**src/rtl/uart_pkg.sv**
```systemverilog
// Shared UART definitions: transmit FSM states, line levels, parity encoding
// and the prescale clamp used by both the transmitter and the receiver.
package uart_pkg;

  typedef enum logic [2:0] {
    IDLE,
    START,
    DATA,
    PARITY,
    STOP
  } uart_tx_state_t;

  localparam logic       UART_START_BIT    = 1'b0;
  localparam logic       UART_STOP_BIT     = 1'b1;
  localparam logic [4:0] UART_PRESCALE_MIN = 5'd5;

  localparam logic PAR_EVEN = 1'b0;
  localparam logic PAR_ODD  = 1'b1;

  // Settings below the minimum oversampling ratio are raised to it.
  function automatic logic [4:0] clamp_prescale(input logic [4:0] prescale);
    return (prescale < UART_PRESCALE_MIN) ? UART_PRESCALE_MIN : prescale;
  endfunction

endpackage

```
**src/rtl/uart_tx_bit_timer.sv**
```systemverilog
// Bit-period timer: latches the clamped prescale at frame accept and pulses
// bit_done_o on the last cycle of every bit while a frame is running.
module uart_tx_bit_timer
  import uart_pkg::*;
(
  input  logic       clk_i,
  input  logic       rst_ni,
  input  logic       load_i,
  input  logic [4:0] prescale_i,
  input  logic       run_i,
  output logic       bit_done_o
);

  logic [4:0] prescale_q, prescale_d;
  logic [4:0] cnt_q, cnt_d;

  assign bit_done_o = run_i && (cnt_q == (prescale_q - 5'd1));

  // State changes only happen on bit_done or out of IDLE, so wrapping at the
  // terminal count and holding zero while idle clears on every transition.
  always_comb begin
    prescale_d = prescale_q;
    cnt_d      = cnt_q + 5'd1;
    if (load_i) begin
      prescale_d = clamp_prescale(prescale_i);
    end
    if (!run_i || bit_done_o) begin
      cnt_d = '0;
    end
  end

  always_ff @(posedge clk_i) begin
    if (!rst_ni) begin
      prescale_q <= UART_PRESCALE_MIN;
      cnt_q      <= '0;
    end else begin
      prescale_q <= prescale_d;
      cnt_q      <= cnt_d;
    end
  end

endmodule

```
**src/rtl/uart_tx.sv**
```systemverilog
// UART transmitter: start bit, LSB-first data, optional parity, stop bit,
// each held for the latched prescale; valid/busy handshake, registered outputs.
module uart_tx
  import uart_pkg::*;
#(
  parameter int unsigned DATA_WIDTH = 8
) (
  input  logic                  CLK,
  input  logic                  Reset,
  input  logic [4:0]            Prescale,
  input  logic [DATA_WIDTH-1:0] P_Data,
  input  logic                  Data_Valid,
  input  logic                  PAR_EN,
  input  logic                  PAR_TYP,
  output logic                  TX_OUT,
  output logic                  Busy
);

  localparam int unsigned IDX_W = (DATA_WIDTH > 1) ? $clog2(DATA_WIDTH) : 1;
  localparam logic [IDX_W-1:0] LAST_IDX = IDX_W'(DATA_WIDTH - 1);

  uart_tx_state_t        state_q, state_d;
  logic [DATA_WIDTH-1:0] data_q, data_d;
  logic [IDX_W-1:0]      idx_q, idx_d;
  logic                  par_en_q, par_en_d;
  logic                  par_bit_q, par_bit_d;
  logic                  tx_q, tx_d;
  logic                  busy_q, busy_d;
  logic                  accept;
  logic                  bit_done;

  assign accept = (state_q == IDLE) && Data_Valid;

  uart_tx_bit_timer u_bit_timer (
    .clk_i      (CLK),
    .rst_ni     (Reset),
    .load_i     (accept),
    .prescale_i (Prescale),
    .run_i      (state_q != IDLE),
    .bit_done_o (bit_done)
  );

  always_comb begin
    state_d   = state_q;
    data_d    = data_q;
    idx_d     = idx_q;
    par_en_d  = par_en_q;
    par_bit_d = par_bit_q;
    tx_d      = UART_STOP_BIT;
    busy_d    = 1'b0;

    unique case (state_q)
      IDLE: begin
        if (Data_Valid) begin
          data_d    = P_Data;
          par_en_d  = PAR_EN;
          par_bit_d = (^P_Data) ^ (PAR_TYP == PAR_ODD);
          idx_d     = '0;
          state_d   = START;
        end
      end
      START: begin
        if (bit_done) begin
          idx_d   = '0;
          state_d = DATA;
        end
      end
      DATA: begin
        if (bit_done) begin
          if (idx_q == LAST_IDX) begin
            idx_d   = '0;
            state_d = par_en_q ? PARITY : STOP;
          end else begin
            idx_d = idx_q + IDX_W'(1);
          end
        end
      end
      PARITY: begin
        if (bit_done) state_d = STOP;
      end
      STOP: begin
        if (bit_done) state_d = IDLE;
      end
      default: state_d = IDLE;
    endcase

    // Outputs are registered from the next state so the line changes on the
    // same edge the FSM moves, with no input-to-output combinational path.
    unique case (state_d)
      START:   tx_d = UART_START_BIT;
      DATA:    tx_d = data_d[idx_d];
      PARITY:  tx_d = par_bit_d;
      default: tx_d = UART_STOP_BIT;
    endcase
    busy_d = (state_d != IDLE);
  end

  always_ff @(posedge CLK) begin
    if (!Reset) begin
      state_q   <= IDLE;
      data_q    <= '0;
      idx_q     <= '0;
      par_en_q  <= 1'b0;
      par_bit_q <= 1'b0;
      tx_q      <= UART_STOP_BIT;
      busy_q    <= 1'b0;
    end else begin
      state_q   <= state_d;
      data_q    <= data_d;
      idx_q     <= idx_d;
      par_en_q  <= par_en_d;
      par_bit_q <= par_bit_d;
      tx_q      <= tx_d;
      busy_q    <= busy_d;
    end
  end

  assign TX_OUT = tx_q;
  assign Busy   = busy_q;

endmodule

```
**config.mk**
```make
export PLATFORM = sky130hd
export DESIGN_NAME = uart_tx
export DESIGN_NICKNAME = d
export VERILOG_FILES = /design/src/rtl/uart_pkg.sv /design/src/rtl/uart_tx_bit_timer.sv /design/src/rtl/uart_tx.sv
export SDC_FILE = /design/constraint.sdc
export NUM_CORES = 1
export LEC_CHECK = 0
export CORE_ASPECT_RATIO = 1.1
export CORE_MARGIN = 4
export CORE_UTILIZATION = 45
export CTS_CLUSTER_DIAMETER = 100
export DETAILED_ROUTE_END_ITERATION = 12
export PLACE_DENSITY_LB_ADDON = 0.05
export SYNTH_ARGS = -nofsm -noshare
export SYNTH_HDL_FRONTEND = slang
export SYNTH_HIERARCHICAL = 1
export SYNTH_SLANG_ARGS = --single-unit
```
**constraint.sdc**
```tcl
create_clock -name CLK -period 3.1 [get_ports CLK]
set_input_delay 0.31 -clock CLK [delete_from_list [all_inputs] [get_ports CLK]]
set_output_delay 0.31 -clock CLK [all_outputs]
set_load 0.01 [all_outputs]
```
; Word level (Yosys, flattened, before mapping)
; Index checks and enable logic that the tools add are counted.
[word_totals]
ff_bits = 28
output_inout_bits = 2
elab_cells = 56
[classes]
addsub = 3
magnitude_cmp = 2
n_eq_ne = 9
n_mux = 21
n_bitwise = 2
n_reduce_logical = 10
[ops]
columns = op, n
row1 = 3-bit 2-to-1 mux, 11
row2 = 8-bit 2-to-1 mux, 2
row3 = 3-bit one-hot mux with 5 select lines, 1
row4 = 3-bit by 2-bit equality test with 1-bit output (second input constant), 4
row5 = 3-bit one-hot mux with 3 select lines, 1
row6 = 8-bit parity, 1
row7 = 3-bit by 1-bit equality test with 1-bit output (second input constant), 2
row8 = 3-bit equality test (second input constant), 2
row9 = 3-bit nonzero test, 2
row10 = 5-bit by 1-bit adder with 5-bit output (second input constant), 1
row11 = 5-bit equality test, 1
row12 = 5-bit by 3-bit less-than comparator with 1-bit output (second input constant), 1
row13 = 5-bit 2-to-1 mux, 1
row14 = 5-bit by 1-bit subtractor with 5-bit output (second input constant), 1
row15 = 3-bit by 4-bit less-than comparator with 1-bit output (second input constant), 1
row16 = 3-bit by 1-bit adder with 3-bit output (second input constant), 1
row17 = 1-bit binary-select mux with 3-bit select, 1
row18 = 3-bit zero test, 1
row19 = 1-bit 2-to-1 mux, 3
row20 = 1-bit one-hot mux with 3 select lines, 1
row21 = 1-bit logical AND, 2
row22 = 2-bit AND reduction, 1
row23 = 2-bit OR reduction, 1
row24 = 1-bit zero test, 1
row25 = 3 further kinds, 3

; Depth between registers and ports, before layout
[logic_depth]
ltp_word = 8
mapped_depth = 14

; Cells and area by module
; The synthesis kept the hierarchy.
[modules_own_cells]
columns = mod, instances, cells_each, area_per_inst_um2, seq_area_each_um2
row1 = uart_tx, 1, 99, 1028.5, 360.3
row2 = uart_tx_bit_timer, 1, 55, 520.5, 200.2

; Worst setup path after synthesis
; No wires, ideal clock.
[synth_path]
kind = reg-to-reg
from = reg u_bit_timer.prescale_q[0]
to = reg tx_q, in the netlist TX_OUT
setup_time_ns = 0.127
t_arrival_ns = 3.095
path_slack_ns = -0.122
stages_incl_launch_ff = 15
synth_period_minus_slack_ns = 3.222
cell_sequence = dfxtp_1 inv_1 ha_1 nor2b_1 or3_1 a311oi_2 and2_1 clkbuf_2 nand2_1 nor4_1 o22ai_4 mux2i_1 a311oi_1 o211a_1 o21ai_1
[synth_via]
elab_chain_cells = 8
elab_cells_between_ends = 17
[synth_lines]
columns = element, line
row1 = "start, declared", uart_tx_bit_timer.sv:14  ; logic [4:0] prescale_q, prescale_d;
row2 = "start signal, assigned", uart_tx_bit_timer.sv:37  ; prescale_q <= prescale_d;
row3 = 5-bit by 1-bit subtractor with 5-bit output *, uart_tx_bit_timer.sv:17  ; assign bit_done_o = run_i && (cnt_q == (prescale_q - 5'd1));
row4 = 5-bit equality test *, uart_tx_bit_timer.sv:17
row5 = 1-bit logical AND *, uart_tx_bit_timer.sv:17
row6 = named net bit_done, uart_tx.sv:30  ; logic bit_done;
row7 = "3-bit 2-to-1 mux, on equally long branches", "uart_tx.sv:69, uart_tx.sv:63"
row8 = 3-bit one-hot mux with 3 select lines, uart_tx.sv:52  ; unique case (state_q)
row9 = 1-bit binary-select mux with 3-bit select, uart_tx.sv:91  ; DATA: tx_d = data_d[idx_d];
row10 = 1-bit 2-to-1 mux (not written as such), uart_tx.sv:91
row11 = 1-bit one-hot mux with 3 select lines *, uart_tx.sv:89  ; unique case (state_d)
row12 = "end signal, assigned", uart_tx.sv:113  ; tx_q <= tx_d;
row13 = "end, declared", uart_tx.sv:27  ; logic tx_q, tx_d;
; The timed path passes the listed nets; every way through them passes the cells marked *. The select of a mux whose other input is x is not followed.
; A chain may end at the register's enable or synchronous reset.

; Worst setup path in the final report
; Same ends and word-level chain as after synthesis.

==> results.toml <==
[place]
dpl.hpwl_um = 2206
dp_worst_setup_slack_ps = -26.05
dp_cells = 220
port_buffers = 19
placed_area_mm2 = 0.001794
place.gp.congestion = 0.7700

[sta]
maxSlewViolCount = 0
holdWs_ps = 528.8
fin_crit_sh_pct = 95.26
skew_ps = 4.533
setup_viol = 0
max_clock_freq_mhz = 338.6
fin_setup_tns_ps = 0
layout_setup_ws_ps = 147.0
min_period_ps = 2953
tightest_slew_ps = 702.8
finalHoldViolations = 0
rsz0062_at_grt = "no"
maxSlewHeadroom_pct = 53.00

[cells_and_area]
multiInputGateArea_um2 = 940.9
stdcell_area_mm2 = 0.001877
layout-drive-gt1-share_pct = 15.34
fin_cells = 224
final_core_util_pct = 56.35
diodes = 0
seqCellArea_um2 = 561.8
nNetsFinal = 200
syn2layout_area_growth_pct = 21.16
fillCellCount = 309

[worst_hold_path]
min_from = "u_bit_timer/cnt_q[0]"
hold_end = "u_bit_timer/cnt_q[0]"
hp-class = "register to register"
hold_depth = 1

[clock_network]
cts_hold_buf = 0
post_cts_buffers = 0
cts-root-buf = "clkbuf_4"
htreeDepth = 1
clock_sinks = 28
cts_buffer_depth = 2
clk_pin_slew_ps = 150
clkLatencyLatePin_ps = 330
cts_tree = "built"
cts_made_buffers = 3

[route]
via_count = 1155
wl_per_cell_um = 13.04
drc_errors = 0
drt_first_iter_violations = 22
via_per_inst = 5.156
totalWireLength_um = 2920
firstDrtPassIters = 4
ant_nets = 0

[synth]
ys_async_sr_fraction_pct = 0
yosys.cell_types.count = 45
synthFlopType = "dfxtp_1"
syn-num-nets = 177
yosysTopAreaCellShare_pct = 36.19
synth_area_per_cell_um2 = 10.06
synthCells = 154
netlist_area_mm2 = 0.001549
synth-seq-area-share_pct = 36.19
synth_seq_cells = 28
yosysTopAreaCell = "dfxtp_1"
synth_common_cells = "dfxtp_1, mux2i_1, nor2b_1"
synth-edff-count = 0
yosys_warnings = 6
yosys-top-cells-area = "dfxtp_1, mux2i_1, xnor2_1"
synth_most_common_cell = "dfxtp_1"

[global_route]
grt_overflow_total = 0
antenna_found_initial = 0
grt.total_usage_pct = 13.46
grt_pass1_vias = 1111
grt_max_degree = 25
grt_pass1_wl_um = 4885

[power]
p_per_area_mw_per_mm2 = 425.3
total_power_uw = 798.1
peakVddDrop_mv = 0.2046
power.leakage_nw = 0.7333

[flow_run]
cap_viol_max_count = 0

[outcome]
status = "complete, no violations"

[worst_setup_path]
r2r_end = "TX_OUT"
path_class = "register to register"
r2r_slack_ps = 150
worstPathArrival_ps = 3160
startpoint_type = "register"
r2r_start = "u_bit_timer/prescale_q[0]"
cp_data_required_time_ps = 3310
ff2ff_path_depth = 12
cp-startpoint = "u_bit_timer/prescale_q[0]"
cp-end-kind = "register"
cp_max_fo = 4

[die]
die_area_mm2 = 0.004446
fp.coreArea_mm2 = 0.003331
die_x_um = 63.94
dieHeight_um = 69.54
num_rows = 22
io_pins = 20
initial_core_util_pct = 46.51
==> critical path, stage by stage, from the launching register on <==
cell and delay, ps:
dfxtp_2 380, inv_1 60, ha_2 190, nor2b_1 120, or3_1 350, a311oi_2 320
and2_4 240, a211oi_1 100, a211o_1 290, a22o_2 310, a311oi_2 240, o211a_1 170
o21ai_1 60
==> flip-flops by register name (all words and copies together) (netlist names) <==
signal	flops
idx_q	3
par_en_q	1
u_bit_timer/cnt_q	5
data_q	8
Busy	1
u_bit_timer/prescale_q	5
par_bit_q	1
state_q	3
TX_OUT	1
==> cell type report <==
type / instances / area share (%)
repair buffers: 25 / 12.53
well taps: 48 / 3.200
flip-flops and latches: 28 / 29.93
clock buffers: 3 / 1.200
inverters: 7 / 1.400
clock inverters: 1 / 1.600
multi-input cells: 112 / 50.13
==> layer usage <==
| metal | track usage, % | share of wire [%] | vias to the layer above |
|---|---|---|---|
| met5 | 0 | 0 | - |
| met4 | 4.317 | 1.4 | 0 |
| met3 | 2.431 | 3.3 | 5 |
| met2 | 24.45 | 52 | 17 |
| met1 | 15.57 | 43 | 545 |
| li1 | - | - | 588 |
==> cell families (layout without fill, tap and decap cells) <==
kind of cell             count (synthesis)  in the layout  synth area share (%)
AND/OR/NAND/NOR                         48             48                 20.60
flip-flops                              28             28                 36.19
AO/OA/AOI/OAI                           26             26                 13.81
multiplexers                            17             17                 10.99
XOR/XNOR                                16             16                 9.047
buffers and inverters                   14             36                 5.332
adder cells (fa/ha/maj)                  5              5                 4.039
==> worst max path at each step <==
stage              to  cells past startpoint
6_report       TX_OUT                     12
5_1_grt        TX_OUT                     12
3_3_place_gp   TX_OUT                     13
2_1_floorplan  TX_OUT                     13
3_5_place_dp   TX_OUT                     13
4_1_cts        TX_OUT                     13
==> placed cells by master (no fill, tap or decap), drive strengths merged, types with 2 or more instances in the layout <==
cell / synthesis / final
nand2: 2 / 2
nor3: 6 / 6
a211o: 2 / 2
nand3: 3 / 3
a21oi: 2 / 2
nor3b: 2 / 2
buf: 3 / 6
or3: 2 / 2
a22o: 2 / 2
o21ai: 5 / 5
and2: 7 / 7
and2b: 5 / 5
dfxtp: 28 / 28
clkdlybuf4s50: 0 / 19
o21a: 2 / 2
o211ai: 2 / 2
ha: 5 / 5
a311oi: 2 / 2
inv: 7 / 7
nor2b: 12 / 12
nor2: 3 / 3
clkbuf: 4 / 3
a211oi: 3 / 3
xor2: 6 / 6
xnor2: 10 / 10
mux2i: 17 / 17
==> timing repair <==
item / in CTS / in global routing
setup endpoints to repair: 1 / 1
pin swaps: 0 / 6
resized for setup: 2 / 6
==> where the power goes <==
part | leakage [nW] | internal [mW] | switching [mW]
Clock | 0.0279 | 0.131 | 0.109
Combinational | 0.476 | 0.0914 | 0.0725
Sequential | 0.229 | 0.380 | 0.0141
Total | 0.733 | 0.602 | 0.196
Note: power is estimated with default switching activity, not from simulation.
